### src/rtl/data_store_buffer_if.sv
`default_nettype none
// +----------------------------------------------------------------------------+
// | data_store_buffer_if : sram-like request/response bundle (core or bridge)  |
// | Revision: 1.0                                                              |
// +----------------------------------------------------------------------------+
interface data_store_buffer_if;
  logic        req;
  logic        wr;
  logic [1:0]  size;
  logic [3:0]  wstrb;
  logic [31:0] addr;
  logic [31:0] wdata;
  logic        addr_ok;
  logic        data_ok;
  logic [31:0] rdata;

  modport master (
    output req, wr, size, wstrb, addr, wdata,
    input  addr_ok, data_ok, rdata
  );

  modport slave (
    input  req, wr, size, wstrb, addr, wdata,
    output addr_ok, data_ok, rdata
  );
endinterface
`default_nettype wire

### src/rtl/data_store_buffer.sv
`default_nettype none
// +----------------------------------------------------------------------------+
// | data_store_buffer : posted-store FIFO between core data port and bridge    |
// | Revision: 1.0                                                              |
// +----------------------------------------------------------------------------+
module data_store_buffer #(
  parameter int DEPTH = 4
) (
  input  logic                clk,
  input  logic                resetn,
  data_store_buffer_if.slave  cpu,
  data_store_buffer_if.master mem,
  output logic                buf_empty
);
  localparam int AW = $clog2(DEPTH);
  localparam int CW = AW + 1;
  localparam logic [CW-1:0] C_FULL = CW'(DEPTH);

  localparam logic [2:0] ST_IDLE  = 3'd0;
  localparam logic [2:0] ST_WREQ  = 3'd1;
  localparam logic [2:0] ST_WWAIT = 3'd2;
  localparam logic [2:0] ST_RREQ  = 3'd3;
  localparam logic [2:0] ST_RWAIT = 3'd4;

  logic [2:0]    r_state;
  logic [2:0]    w_state_nxt;
  logic [AW-1:0] r_head;
  logic [AW-1:0] r_tail;
  logic [CW-1:0] r_count;
  logic          r_st_dok;
  logic          r_ld_dok;
  logic          r_live;
  logic [31:0]   r_rdata;
  logic [31:0]   r_ld_addr;
  logic [1:0]    r_ld_size;

  logic [1:0]    r_fsize [DEPTH];
  logic [3:0]    r_fstrb [DEPTH];
  logic [31:0]   r_faddr [DEPTH];
  logic [31:0]   r_fdata [DEPTH];

  logic w_ld_busy;
  logic w_st_acc;
  logic w_ld_acc;
  logic w_pop;
  logic w_ld_done;

  // r_live holds off acceptance until the first edge after reset release
  assign w_ld_busy = (r_state == ST_RREQ) || (r_state == ST_RWAIT);
  assign w_st_acc  = r_live && cpu.req && cpu.wr && (r_count != C_FULL) && !w_ld_busy;
  assign w_ld_acc  = r_live && cpu.req && !cpu.wr && (r_state == ST_IDLE)
                     && (r_count == '0) && !r_st_dok;
  assign w_pop     = (r_state == ST_WWAIT) && mem.data_ok;
  assign w_ld_done = (r_state == ST_RWAIT) && mem.data_ok;

  always_ff @(posedge clk or negedge resetn) begin
    if (!resetn) begin
      r_state <= ST_IDLE;
    end else begin
      r_state <= w_state_nxt;
    end
  end

  always_comb begin
    w_state_nxt = r_state;
    case (r_state)
      ST_IDLE: begin
        if (r_count != '0) begin
          w_state_nxt = ST_WREQ;
        end else if (w_ld_acc) begin
          w_state_nxt = ST_RREQ;
        end
      end
      ST_WREQ:  if (mem.addr_ok) w_state_nxt = ST_WWAIT;
      ST_WWAIT: if (mem.data_ok) w_state_nxt = ST_IDLE;
      ST_RREQ:  if (mem.addr_ok) w_state_nxt = ST_RWAIT;
      ST_RWAIT: if (mem.data_ok) w_state_nxt = ST_IDLE;
      default:  w_state_nxt = ST_IDLE;
    endcase
  end

  always_comb begin
    mem.req   = 1'b0;
    mem.wr    = 1'b0;
    mem.size  = 2'd0;
    mem.wstrb = 4'd0;
    mem.addr  = 32'd0;
    mem.wdata = 32'd0;
    case (r_state)
      ST_WREQ: begin
        mem.req   = 1'b1;
        mem.wr    = 1'b1;
        mem.size  = r_fsize[r_head];
        mem.wstrb = r_fstrb[r_head];
        mem.addr  = r_faddr[r_head];
        mem.wdata = r_fdata[r_head];
      end
      ST_RREQ: begin
        mem.req  = 1'b1;
        mem.size = r_ld_size;
        mem.addr = r_ld_addr;
      end
      default: ;
    endcase
    cpu.addr_ok = w_st_acc || w_ld_acc;
    cpu.data_ok = r_st_dok || r_ld_dok;
    cpu.rdata   = r_rdata;
    buf_empty   = (r_count == '0) && (r_state != ST_WREQ) && (r_state != ST_WWAIT);
  end

  always_ff @(posedge clk or negedge resetn) begin
    if (!resetn) begin
      r_head    <= '0;
      r_tail    <= '0;
      r_count   <= '0;
      r_st_dok  <= 1'b0;
      r_ld_dok  <= 1'b0;
      r_live    <= 1'b0;
      r_rdata   <= '0;
      r_ld_addr <= '0;
      r_ld_size <= '0;
    end else begin
      r_live   <= 1'b1;
      r_st_dok <= w_st_acc;
      r_ld_dok <= w_ld_done;
      if (w_st_acc) r_tail <= r_tail + AW'(1);
      if (w_pop)    r_head <= r_head + AW'(1);
      case ({w_st_acc, w_pop})
        2'b10:   r_count <= r_count + CW'(1);
        2'b01:   r_count <= r_count - CW'(1);
        default: r_count <= r_count;
      endcase
      if (w_ld_acc) begin
        r_ld_addr <= cpu.addr;
        r_ld_size <= cpu.size;
      end
      if (w_ld_done) r_rdata <= mem.rdata;
    end
  end

  // Entry contents need no reset; validity is tracked by head/count alone
  always_ff @(posedge clk) begin
    if (w_st_acc) begin
      r_fsize[r_tail] <= cpu.size;
      r_fstrb[r_tail] <= cpu.wstrb;
      r_faddr[r_tail] <= cpu.addr;
      r_fdata[r_tail] <= cpu.wdata;
    end
  end
endmodule
`default_nettype wire

### src/flat_wrapper.sv
// flat-port wrapper written by rule: the top's interface ports become plain ports
module data_store_buffer_flat 
#(
  parameter int DEPTH = 4
)
  (clk, resetn, buf_empty, cpu_req, cpu_wr, cpu_size, cpu_wstrb, cpu_addr, cpu_wdata, cpu_addr_ok, cpu_data_ok, cpu_rdata, mem_req, mem_wr, mem_size, mem_wstrb, mem_addr, mem_wdata, mem_addr_ok, mem_data_ok, mem_rdata);
  data_store_buffer_if cpu_i ();
  data_store_buffer_if mem_i ();
  input  logic clk;
  input  logic resetn;
  output logic buf_empty;
  input wire logic [$bits(cpu_i.req)-1:0] cpu_req;
  input wire logic [$bits(cpu_i.wr)-1:0] cpu_wr;
  input wire logic [$bits(cpu_i.size)-1:0] cpu_size;
  input wire logic [$bits(cpu_i.wstrb)-1:0] cpu_wstrb;
  input wire logic [$bits(cpu_i.addr)-1:0] cpu_addr;
  input wire logic [$bits(cpu_i.wdata)-1:0] cpu_wdata;
  output wire logic [$bits(cpu_i.addr_ok)-1:0] cpu_addr_ok;
  output wire logic [$bits(cpu_i.data_ok)-1:0] cpu_data_ok;
  output wire logic [$bits(cpu_i.rdata)-1:0] cpu_rdata;
  output wire logic [$bits(mem_i.req)-1:0] mem_req;
  output wire logic [$bits(mem_i.wr)-1:0] mem_wr;
  output wire logic [$bits(mem_i.size)-1:0] mem_size;
  output wire logic [$bits(mem_i.wstrb)-1:0] mem_wstrb;
  output wire logic [$bits(mem_i.addr)-1:0] mem_addr;
  output wire logic [$bits(mem_i.wdata)-1:0] mem_wdata;
  input wire logic [$bits(mem_i.addr_ok)-1:0] mem_addr_ok;
  input wire logic [$bits(mem_i.data_ok)-1:0] mem_data_ok;
  input wire logic [$bits(mem_i.rdata)-1:0] mem_rdata;
  assign cpu_i.req = cpu_req;
  assign cpu_i.wr = cpu_wr;
  assign cpu_i.size = cpu_size;
  assign cpu_i.wstrb = cpu_wstrb;
  assign cpu_i.addr = cpu_addr;
  assign cpu_i.wdata = cpu_wdata;
  assign cpu_addr_ok = cpu_i.addr_ok;
  assign cpu_data_ok = cpu_i.data_ok;
  assign cpu_rdata = cpu_i.rdata;
  assign mem_req = mem_i.req;
  assign mem_wr = mem_i.wr;
  assign mem_size = mem_i.size;
  assign mem_wstrb = mem_i.wstrb;
  assign mem_addr = mem_i.addr;
  assign mem_wdata = mem_i.wdata;
  assign mem_i.addr_ok = mem_addr_ok;
  assign mem_i.data_ok = mem_data_ok;
  assign mem_i.rdata = mem_rdata;
  data_store_buffer #(.DEPTH(DEPTH)) u_core (.clk(clk), .resetn(resetn), .cpu(cpu_i), .mem(mem_i), .buf_empty(buf_empty));
endmodule
### config.mk
export PLATFORM = sky130hd
export DESIGN_NAME = data_store_buffer_flat
export DESIGN_NICKNAME = d
export VERILOG_FILES = /design/src/rtl/data_store_buffer_if.sv /design/src/rtl/data_store_buffer.sv /design/src/flat_wrapper.sv
export SDC_FILE = /design/constraint.sdc
export NUM_CORES = 1
export LEC_CHECK = 0
export BUFFER_PORTS_ARGS = -buffer_cell sky130_fd_sc_hd__buf_2
export CAP_MARGIN = 15
export CORE_MARGIN = 1.5
export CORE_UTILIZATION = 50
export CTS_CLUSTER_SIZE = 16
export DETAILED_ROUTE_END_ITERATION = 7
export GPL_ROUTABILITY_DRIVEN = 0
export PLACE_DENSITY = 0.82
export SYNTH_ARGS = -nofsm -noshare
export SYNTH_HDL_FRONTEND = slang
export SYNTH_SLANG_ARGS = --single-unit
### constraint.sdc
create_clock -name clk -period 9.77 [get_ports clk]
set_clock_uncertainty 0.05 [all_clocks]
set_input_delay 1.954 -clock clk [delete_from_list [all_inputs] [get_ports clk]]
set_output_delay 1.954 -clock clk [all_outputs]
set_load 0.05 [all_outputs]
==> results of run 1 <==
[cells in the final DEF, fill, tap and decap left out, types with 3 or more instances in the layout]
| cell type | synthesis | final |
|---|---|---|
| edfxtp_1 | 280 | 280 |
| buf_2 | 16 | 213 |
| dfrtp_1 | 79 | 77 |
| mux4_2 | 70 | 70 |
| mux2_1 | 58 | 58 |
| clkbuf_16 | 0 | 39 |
| and2_1 | 40 | 36 |
| a22o_1 | 34 | 34 |
| clkbuf_1 | 15 | 11 |
| buf_4 | 3 | 11 |
| mux2_2 | 8 | 8 |
| inv_1 | 6 | 6 |
| clkinv_1 | 0 | 6 |
| ha_1 | 5 | 5 |
| clkinv_2 | 0 | 5 |
| diode_2 | 0 | 4 |
| and2_4 | 0 | 4 |
| xnor2_1 | 4 | 4 |
| nor3b_1 | 3 | 3 |
| xor2_1 | 3 | 3 |
[layer usage]
metal  vias up  share of wire, %  track usage [%]
li1       3114                 -                -
met1      3587                41             25.1
met2       197                50             32.7
met3        39               7.0             5.32
met4         0               1.5             4.89
met5         -                 0                0
[per-stage QoR]
| step | instance area, um2 | hold slack [ps] | power, uW |
|---|---|---|---|
| after detailed placement | 15300 | 419 | 3830 |
| after CTS | 16500 | 433 | 5200 |
| after global placement | 15300 | 412 | 3790 |
| final | 16500 | 429 | 5120 |
| after floorplan | 13900 | 415 | 3450 |
| after global routing | 16500 | 449 | 5360 |
[state kept, by name, summed over array words and instances, names as in the netlist, 2 cells and up]
name	flops
u_core.r_faddr	128
u_core.r_fdata	128
u_core.cpu.rdata	32
u_core.r_ld_addr	32
u_core.r_fstrb	16
u_core.r_fsize	8
u_core.r_count	3
u_core.r_state	3
u_core.r_head	2
u_core.r_ld_size	2
u_core.r_tail	2
[worst register-to-register path: cells and delay by family (launching register included)]
kind,cells,cell delay [ps]
and+or+nand+nor,2,1190
AOI/OAI and AO/OA,1,680
DFF,1,620
buffers and inverters,1,620
[power breakdown]
group	internal, uW	switching, uW	leakage [uW]
combinational	608	1090	0.00229
sequential	1870	204	0.00356
clock	802	546	0.000578
total	3280	1840	0.00643
[cell type report]
type / instances / area (um2)
well taps: 372 / 465
clock buffers: 52 / 1040
clock inverters: 16 / 134
repair buffers: 224 / 1150
fillers: 1972 / 10600
diodes: 4 / 10.0
flip-flops and latches: 359 / 10400
multi-input cells: 257 / 3320
inverters: 6 / 22.5
[worst max-delay path by stage]
| stage | endpoint | slack (ps) | cells after the start |
|---|---|---|---|
| finish | cpu_addr_ok | 4460 | 5 |
| global route | mem_size[0] | 4300 | 4 |
| CTS | mem_size[0] | 4420 | 4 |
| detailed placement | cpu_addr_ok | 4470 | 5 |
| global placement | cpu_addr_ok | 4530 | 5 |
| floorplan | cpu_addr_ok | 4730 | 3 |
[logic make-up (layout without fill, tap and decap cells)]
| kind of cell | after synthesis | after routing | synth area share, % |
|---|---|---|---|
| adder cells (fa/ha/maj) | 6 | 6 | 0.594 |
| flip-flops | 359 | 359 | 74.8 |
| AO/OA/AOI/OAI | 43 | 43 | 2.77 |
| buffers and inverters | 43 | 298 | 1.50 |
| multiplexers | 138 | 138 | 16.9 |
| XOR/XNOR | 7 | 7 | 0.441 |
| AND/OR/NAND/NOR | 62 | 62 | 3.04 |
| other | 1 | 5 | 0.0270 |
==> flow_metrics.env, run 1 <==
export IMPL_status="finished, final reports clean"
export IMPL_antenna_found_initial=4
export IMPL_viasPerCell=5.38
export IMPL_synth_top_cells_by_count="edfxtp_1 (280), dfrtp_1 (79), mux4_2 (70)"
export IMPL_fin_ws_ps=4460
export IMPL_min_to="u_core.cpu.rdata[5]$_DFFE_PN0P_"
export IMPL_fin_setup_tns_ps=0
export IMPL_area_delta_synth_final_pct=19.0
export IMPL_hold_buffers=0
export IMPL_reg2regPathDepth=4
export IMPL_insertion_delay_ps=510
export IMPL_netlist_area_mm2=0.0139
export IMPL_crit_top_cell="buf_2"
export IMPL_cts_sinks=359
export IMPL_std_cell_rows=60
export IMPL_ant_nets=0
export IMPL_crit_path_start="cpu_wr"
export IMPL_synth_top_area_share_pct=60.5
export IMPL_track_usage_pct=19.4
export IMPL_cts_post_setup_buffers_inserted=0
export IMPL_first_iter_violations=326
export IMPL_crit_type="in -> out"
export IMPL_r2r_slack_ps=6190
export IMPL_fin_util_pct=61.0
export IMPL_synthMostInstantiatedCell="edfxtp_1"
export IMPL_coreArea_mm2=0.0271
export IMPL_ir_drop_mv=0.173
export IMPL_yosysWarningCount=0
export IMPL_syn_nets=773
export IMPL_path_delay_family="compound AO/OA/AOI/OAI gates"
export IMPL_fin_crit_ps=5310
export IMPL_min_path_type="reg -> reg"
export IMPL_crit_path_cell_trace="buf_2 > nand3_1 > a2111oi_4 > nand2b_1 > buf_2"
export IMPL_setup_worst_path_end_class="output port"
export IMPL_ys_types=44
export IMPL_grt_pass1_vias=7411
export IMPL_cts_resized=0
export IMPL_dp_cells=1218
export IMPL_setup_viol=0
export IMPL_cts_buffers_inserted=38
export IMPL_tightest_slew_ps=1120
export IMPL_dieArea_mm2=0.0288
export IMPL_die_h_um=170
export IMPL_root_buffer="clkbuf_16"
export IMPL_final_cells=1290
export IMPL_final_period_utilization_pct=54.4
export IMPL_cts_tree="built"
export IMPL_initial_utilization_pct=51.3
export IMPL_leakagePower_uw=0.00643
export IMPL_vias=6937
export IMPL_path_clk_slew_ps=60
export IMPL_slew_headroom_pct=25.4
export IMPL_die_w_um=170
export IMPL_critPathSlowestCell="a2111oi_4"
export IMPL_holdCritStartpoint="u_core.cpu.rdata[5]$_DFFE_PN0P_"
export IMPL_ys_ff_latch=359
export IMPL_synth_edf_count=280
export IMPL_maxCapViolations=0
export IMPL_fmax_ghz=0.188
export IMPL_drt_first_pass_iters=4
export IMPL_layout_drive_gt1_share_pct=40.5
export IMPL_nNetsFinal=1000
export IMPL_rsz0062_at_grt="false"
export IMPL_slowest_delay_ps=700
export IMPL_avgSynthCellArea_um2=21.1
export IMPL_synth_flop_cell="edfxtp_1"
export IMPL_seq_area_frac_synth_pct=74.8
export IMPL_drt_total_wl_um=27100
export IMPL_power_per_cell_area_mw_per_mm2=310
export IMPL_pre_cts_slack_ps=4470
export IMPL_min_path_cells=1
export IMPL_crit_fanout=9
export IMPL_hold_viol=0
export IMPL_critPathLaunchType="input port"
export IMPL_drcViolationCount=0
export IMPL_wl_per_cell_um=21.0
export IMPL_ys_top_cells_by_area="edfxtp_1 (61%), dfrtp_1 (14%), mux4_2 (11%)"
export IMPL_top_level_ports=215
export IMPL_arrival_ps=3310
export IMPL_cp_num_buf_inv=2
export IMPL_grt_ovfl_total=0
export IMPL_worstPathRequired_ps=7770
export IMPL_maxSlewViolCount=0
export IMPL_clk_path_buf_depth=3
export IMPL_async_flop_share_pct=22.0
export IMPL_cts_max_level=2
export IMPL_portBuffers=214
export IMPL_rr_startpoint="u_core.r_state[2]$_DFFE_PN0P_"
export IMPL_grt_pass1_wl_um=42000
export IMPL_yosysTopAreaCell="edfxtp_1"
export IMPL_timing_rr_end="u_core.r_fdata[0][9]$_DFFE_PP_"
export IMPL_dp_hpwl_um=15800
export IMPL_netlist_instances=659
export IMPL_grt_max_degree=72
No activity file was read; power rests on OpenSTA's default activity.
==> run 2, diff against run 1 <==
==> constraint.sdc (replaced) <==
create_clock -name clk -period 5.3 [get_ports clk]
set_clock_uncertainty 0.05 [all_clocks]
set_input_delay 1.06 -clock clk [delete_from_list [all_inputs] [get_ports clk]]
set_output_delay 1.06 -clock clk [all_outputs]
set_load 0.05 [all_outputs]
==> run 2 against run 1 <==
Net effect:
- flip-flop and latch count did not move
- largest power group unchanged
- hold slack improved by 0.62 ps
- sequential power up 86%
- cell area is 0.40% higher
- clock-buffer cell count up 2
- non-clock buffer count increased by 1
- highest routed layer is now met5
- clock power up 90%
- via count is 1.0% higher
- worst setup slack got worse by 3200 ps
- utilization is 0.24 points higher
==> flow_metrics.env, run 2 (synthesis gave the netlist of run 1 again) <==
export IMPL_whs_ps=430
export IMPL_rsz0062_at_grt="false"
export IMPL_drt_first_pass_iters=4
export IMPL_initial_utilization_pct=51.3
export IMPL_fin_crit_ps=4040
export IMPL_grt_pass1_vias=7499
export IMPL_p_clk_share_pct=26.9
export IMPL_cts_post_setup_buffers_inserted=0
export IMPL_final_period_utilization_pct=76.2
export IMPL_maxCapViolations=0
export IMPL_pwr_share_comb_pct=32.7
export IMPL_insertion_delay_ps=500
export IMPL_slew_headroom_pct=24.7
export IMPL_p_sw_share_pct=35.7
export IMPL_p_seq_share_pct=40.4
export IMPL_p_int_uw=6130
export IMPL_die_h_um=170
export IMPL_dp_cells=1218
export IMPL_final_cells=1290
export IMPL_cts_buffers_inserted=37
export IMPL_reg_top3="u_core.r_faddr x128, u_core.r_fdata x128"
export IMPL_dp_hpwl_um=16100
export IMPL_timing_rr_end="u_core.r_faddr[0][16]$_DFFE_PP_"
export IMPL_grt_max_degree=72
export IMPL_slowest_delay_ps=930
export IMPL_maxSlewViolCount=0
export IMPL_setup_viol=0
export IMPL_reg2regPathDepth=4
export IMPL_grt_pass1_wl_um=41700
export IMPL_holdCritStartpoint="u_core.cpu.rdata[9]$_DFFE_PN0P_"
export IMPL_grt_ovfl_total=0
export IMPL_fmax_ghz=0.248
export IMPL_antenna_found_initial=5
export IMPL_arrival_ps=2930
export IMPL_setup_worst_path_end_class="output port"
export IMPL_min_path_type="reg -> reg"
export IMPL_critPathLaunchType="flop"
export IMPL_final_cell_mix="edfxtp_1 (280), buf_2 (213), dfrtp_1 (77)"
export IMPL_power_per_cell_area_mw_per_mm2=575
export IMPL_layout_drive_gt1_share_pct=41.0
export IMPL_crit_path_cell_trace="buf_4 > mux4_2 > and2_1 > buf_2"
export IMPL_cts_resized=0
export IMPL_die_w_um=170
export IMPL_status="finished, final reports clean"
export IMPL_ir_drop_mv=0.407
export IMPL_min_to="u_core.cpu.rdata[9]$_DFFE_PN0P_"
export IMPL_worstPathRequired_ps=4190
export IMPL_crit_type="reg -> out"
export IMPL_root_buffer="clkbuf_16"
export IMPL_first_iter_violations=537
export IMPL_min_path_cells=1
export IMPL_area_delta_synth_final_pct=19.5
export IMPL_hold_buffers=0
export IMPL_cp_num_buf_inv=2
export IMPL_crit_path_start="u_core.r_head[0]$_DFFE_PN0P_"
export IMPL_drt_total_wl_um=27500
export IMPL_hold_viol=0
export IMPL_ant_nets=0
export IMPL_cts_max_level=2
export IMPL_portBuffers=214
export IMPL_nNetsFinal=1000
export IMPL_top_level_ports=215
export IMPL_viasPerCell=5.43
export IMPL_crit_fanout=37
export IMPL_path_clk_slew_ps=60
export IMPL_rr_startpoint="u_core.r_state[2]$_DFFE_PN0P_"
export IMPL_fin_area_mm2=0.0166
export IMPL_critPathSlowestCell="dfrtp_4"
export IMPL_track_usage_pct=19.4
export IMPL_std_cell_rows=60
export IMPL_cts_sinks=359
export IMPL_vias=7008
export IMPL_wl_per_cell_um=21.3
export IMPL_path_delay_family="flip-flops"
export IMPL_place_area_mm2=0.0153
export IMPL_leakagePower_uw=0.00645
export IMPL_tightest_slew_ps=1130
export IMPL_layout_commonest_cell="edfxtp_1"
export IMPL_coreArea_mm2=0.0271
export IMPL_power_switching_uw=3410
export IMPL_cts_tree="built"
export IMPL_r2r_slack_ps=1850
export IMPL_fin_setup_tns_ps=0
export IMPL_drcViolationCount=0
export IMPL_dieArea_mm2=0.0288
export IMPL_p_total_uw=9540
export IMPL_clk_path_buf_depth=3
[run 2: changes by cell type in the layout (fill, tap and decap cells not counted)]
cell,change
clkbuf_8,+2
buf_12,+1
diode_2,-1
inv_6,+1
clkinvlp_4,+2
bufinv_16,+1
clkinv_1,-4
clkinv_4,-2
[run 2: worst max path at each step]
stage	end	slack, ps	cells after the start
detailed placement	mem_wdata[21]	1700	4
global placement	u_core.r_faddr[0][10]$_DFFE_PP_	1690	5
CTS	mem_wdata[21]	1140	4
global route	mem_wdata[21]	1040	4
floorplan	u_core.r_faddr[0][0]$_DFFE_PP_	1420	3
finish	mem_wdata[21]	1260	4
[run 2: final cells by class]
class	count	area, um2
flip-flops and latches	359	10400
clock inverters	14	155
fillers	1920	10500
diodes	3	7.51
multi-input cells	257	3320
repair buffers	225	1170
inverters	6	22.5
clock buffers	54	1070
well taps	372	465
[run 2: per-stage QoR]
step,worst slack [ps],util (%)
after floorplan,1420,-
after global placement,1690,56.6
after detailed placement,1700,56.6
after CTS,1140,61.2
after global routing,1040,61.2
final,1260,61.3
[run 2: worst register-to-register path: cells and delay by family (launching register included)]
kind / cells / cell delay (ps)
and+or+nand+nor: 2 / 1520
buffers and inverters: 1 / 330
DFF: 1 / 650
AOI/OAI and AO/OA: 1 / 610
[run 2: power groups by stage]
| stage | logic, uW | registers, uW | clock network [uW] |
|---|---|---|---|
| finish | 3120 | 3850 | 2570 |
| global route | 3300 | 3920 | 2730 |
| CTS | 3160 | 3860 | 2620 |
| detailed placement | 3150 | 3920 | 0 |
| global placement | 3100 | 3890 | 0 |
| floorplan | 2350 | 4010 | 0 |
[run 2: per-layer routing]
metal  up-vias  part of all wire (%)  GRT usage, %
met5         -                 0.036             0
met4         2                   1.7          5.00
met3        42                   7.2          5.29
met2       208                    51          32.8
met1      3647                    40          25.0
li1       3109                     -             -
==> run 3, diff against run 2 <==
--- a/config.mk
+++ b/config.mk
@@ -12,7 +12,7 @@
 export CTS_CLUSTER_SIZE = 16
 export DETAILED_ROUTE_END_ITERATION = 7
 export GPL_ROUTABILITY_DRIVEN = 0
-export PLACE_DENSITY = 0.82
+export PLACE_DENSITY = 0.84
 export SYNTH_ARGS = -nofsm -noshare
 export SYNTH_HDL_FRONTEND = slang
 export SYNTH_SLANG_ARGS = --single-unit
==> constraint.sdc (replaced) <==
create_clock -name clk -period 3.25 [get_ports clk]
set_clock_uncertainty 0.05 [all_clocks]
set_input_delay 0.65 -clock clk [delete_from_list [all_inputs] [get_ports clk]]
set_output_delay 0.65 -clock clk [all_outputs]
set_load 0.05 [all_outputs]
==> run 3 against run 2 <==
Net effect:
- cell area rose by 0.87%
- sequential share of layout area down 0.53 points
- largest power group unchanged
- highest routed layer unchanged
- final cell count up 0.31%
- utilization up 0.53 points
- global-route usage increased by 0.35 points
- die area did not move
==> flow_metrics.env, run 3 (synthesis gave the netlist of run 1 again) <==
export IMPL_cts_sinks=359
export IMPL_power_per_cell_area_mw_per_mm2=937
export IMPL_first_iter_violations=545
export IMPL_status="finished, final reports clean"
export IMPL_drt_total_wl_um=28000
export IMPL_dp_cells=1225
export IMPL_drt_first_pass_iters=4
export IMPL_portBuffers=214
export IMPL_dieArea_mm2=0.0288
export IMPL_layout_commonest_cell="edfxtp_1"
export IMPL_insertion_delay_ps=520
export IMPL_hold_viol=0
export IMPL_layout_drive_gt1_share_pct=41.0
export IMPL_crit_path_start="u_core.r_head[0]$_DFFE_PN0P_"
export IMPL_grt_pass1_vias=7362
export IMPL_vias=7080
export IMPL_crit_fanout=13
export IMPL_maxCapViolations=0
export IMPL_cts_max_level=2
export IMPL_fin_util_pct=61.8
export IMPL_path_depth=4
export IMPL_viasPerCell=5.47
export IMPL_p_int_uw=10100
export IMPL_nNetsFinal=1009
export IMPL_pre_cts_slack_ps=481
export IMPL_drcViolationCount=0
export IMPL_root_buffer="clkbuf_16"
export IMPL_dp_hpwl_um=17000
export IMPL_crit_end="mem_addr[13]"
export IMPL_ant_nets=0
export IMPL_fin_crit_ps=3100
export IMPL_critPathLaunchType="flop"
export IMPL_initial_utilization_pct=51.3
export IMPL_r2r_slack_ps=680
export IMPL_cp_num_buf_inv=2
export IMPL_coreArea_mm2=0.0271
export IMPL_power_switching_uw=5640
export IMPL_crit_type="reg -> out"
export IMPL_reg_top3="u_core.r_faddr x128, u_core.r_fdata x128"
export IMPL_p_seq_share_pct=39.0
export IMPL_top_level_ports=215
export IMPL_die_h_um=170
export IMPL_track_usage_pct=19.7
export IMPL_grt_ovfl_total=0
export IMPL_final_period_utilization_pct=95.4
export IMPL_ir_drop_mv=0.584
export IMPL_setup_viol=0
export IMPL_rr_startpoint="u_core.r_state[1]$_DFFE_PN0P_"
export IMPL_final_cell_mix="edfxtp_1 (280), buf_2 (213), dfrtp_1 (76)"
export IMPL_cts_tree="built"
export IMPL_rsz0062_at_grt="false"
export IMPL_p_clk_share_pct=26.4
export IMPL_final_cells=1294
export IMPL_nFillCells=1882
export IMPL_grt_max_degree=71
export IMPL_area_delta_synth_final_pct=20.5
export IMPL_antenna_found_initial=5
export IMPL_slew_headroom_pct=54.9
export IMPL_arrival_ps=2400
export IMPL_setup_worst_path_end_class="output port"
export IMPL_whs_ps=125
export IMPL_pwr_share_comb_pct=34.6
export IMPL_critPathSlowestCell="dfrtp_4"
export IMPL_std_cell_rows=60
export IMPL_slowest_delay_ps=600
export IMPL_timing_rr_end="u_core.r_count[2]$_DFFE_PN0P_"
export IMPL_wl_per_cell_um=21.6
export IMPL_min_path_type="in -> async"
export IMPL_path_clk_slew_ps=60
export IMPL_fmax_ghz=0.323
export IMPL_maxSlewViolCount=0
export IMPL_clk_path_buf_depth=3
export IMPL_die_w_um=170
export IMPL_fin_setup_tns_ps=0
export IMPL_cts_buffers_inserted=38
export IMPL_p_sw_share_pct=36.0
export IMPL_leakagePower_uw=0.00651
export IMPL_tightest_slew_ps=676
export IMPL_grt_pass1_wl_um=42500
export IMPL_fin_ws_ps=150
export IMPL_crit_path_cell_trace="buf_4 > mux4_2 > a22o_1 > buf_2"
export IMPL_path_delay_family="flip-flops"
export IMPL_reg2regPathDepth=10
export IMPL_worstPathRequired_ps=2550
-- run 3: cell types whose count changed in the layout (fill, tap and decap cells not counted), moves of 2 or more --
cell and delta:
clkinvlp_4 -2, clkbuf_8 -3, buf_4 -3, inv_6 -2
clkbuf_1 -2, buf_12 +9, clkinv_1 +5
-- run 3: power groups by stage --
stage | Clock [uW] | Combinational (uW) | Sequential (uW)
global placement | 0 | 5380 | 6140
global route | 4410 | 5740 | 6200
detailed placement | 0 | 5440 | 6190
CTS | 4230 | 5480 | 6110
finish | 4150 | 5430 | 6120
floorplan | 0 | 3840 | 6530
-- run 3: worst min-delay path by stage --
stage,start,endpoint,depth (start not counted)
3_3_place_gp,u_core.cpu.rdata[7]$_DFFE_PN0P_,u_core.cpu.rdata[7]$_DFFE_PN0P_,1
2_1_floorplan,resetn,u_core.cpu.rdata[0]$_DFFE_PN0P_,0
3_5_place_dp,u_core.cpu.rdata[23]$_DFFE_PN0P_,u_core.cpu.rdata[23]$_DFFE_PN0P_,1
5_1_grt,resetn,u_core.cpu.rdata[6]$_DFFE_PN0P_,1
6_report,resetn,u_core.cpu.rdata[2]$_DFFE_PN0P_,1
4_1_cts,resetn,u_core.cpu.rdata[6]$_DFFE_PN0P_,1
-- run 3: area by class of cell --
cell class	count	area, um2	share of cell area, %
repair buffers	232	1340	7.99
multi-input cells	258	3330	19.9
diodes	2	5.00	0.0299
clock buffers	48	998	5.96
inverters	6	22.5	0.134
flip-flops and latches	359	10400	62.1
clock inverters	17	194	1.16
well taps	372	465	2.78
-- run 3: layer usage --
metal | global-route usage [%] | up-vias | wire [um]
met2 | 32.3 | 268 | 13800
met4 | 6.39 | 6 | 720
met5 | 0 | - | 41
met1 | 25.9 | 3610 | 11200
li1 | - | 3136 | -
met3 | 5.36 | 60 | 2250
-- run 3: stage by stage --
step / power [uW] / instance area [um2]
after floorplan: 10400 / 13900
after global placement: 11500 / 15500
after detailed placement: 11600 / 15500
after CTS: 15800 / 16700
after global routing: 16300 / 16700
final: 15700 / 16700
-- run 3: repair_timing --
action | 4_1_cts | 5_1_grt
pin swaps | 1 | 0
hold buffers | 0 | 0
resized for setup | 1 | 2
cloned | 0 | 1
setup buffers | 1 | 0
setup endpoints to repair | 3 | 3
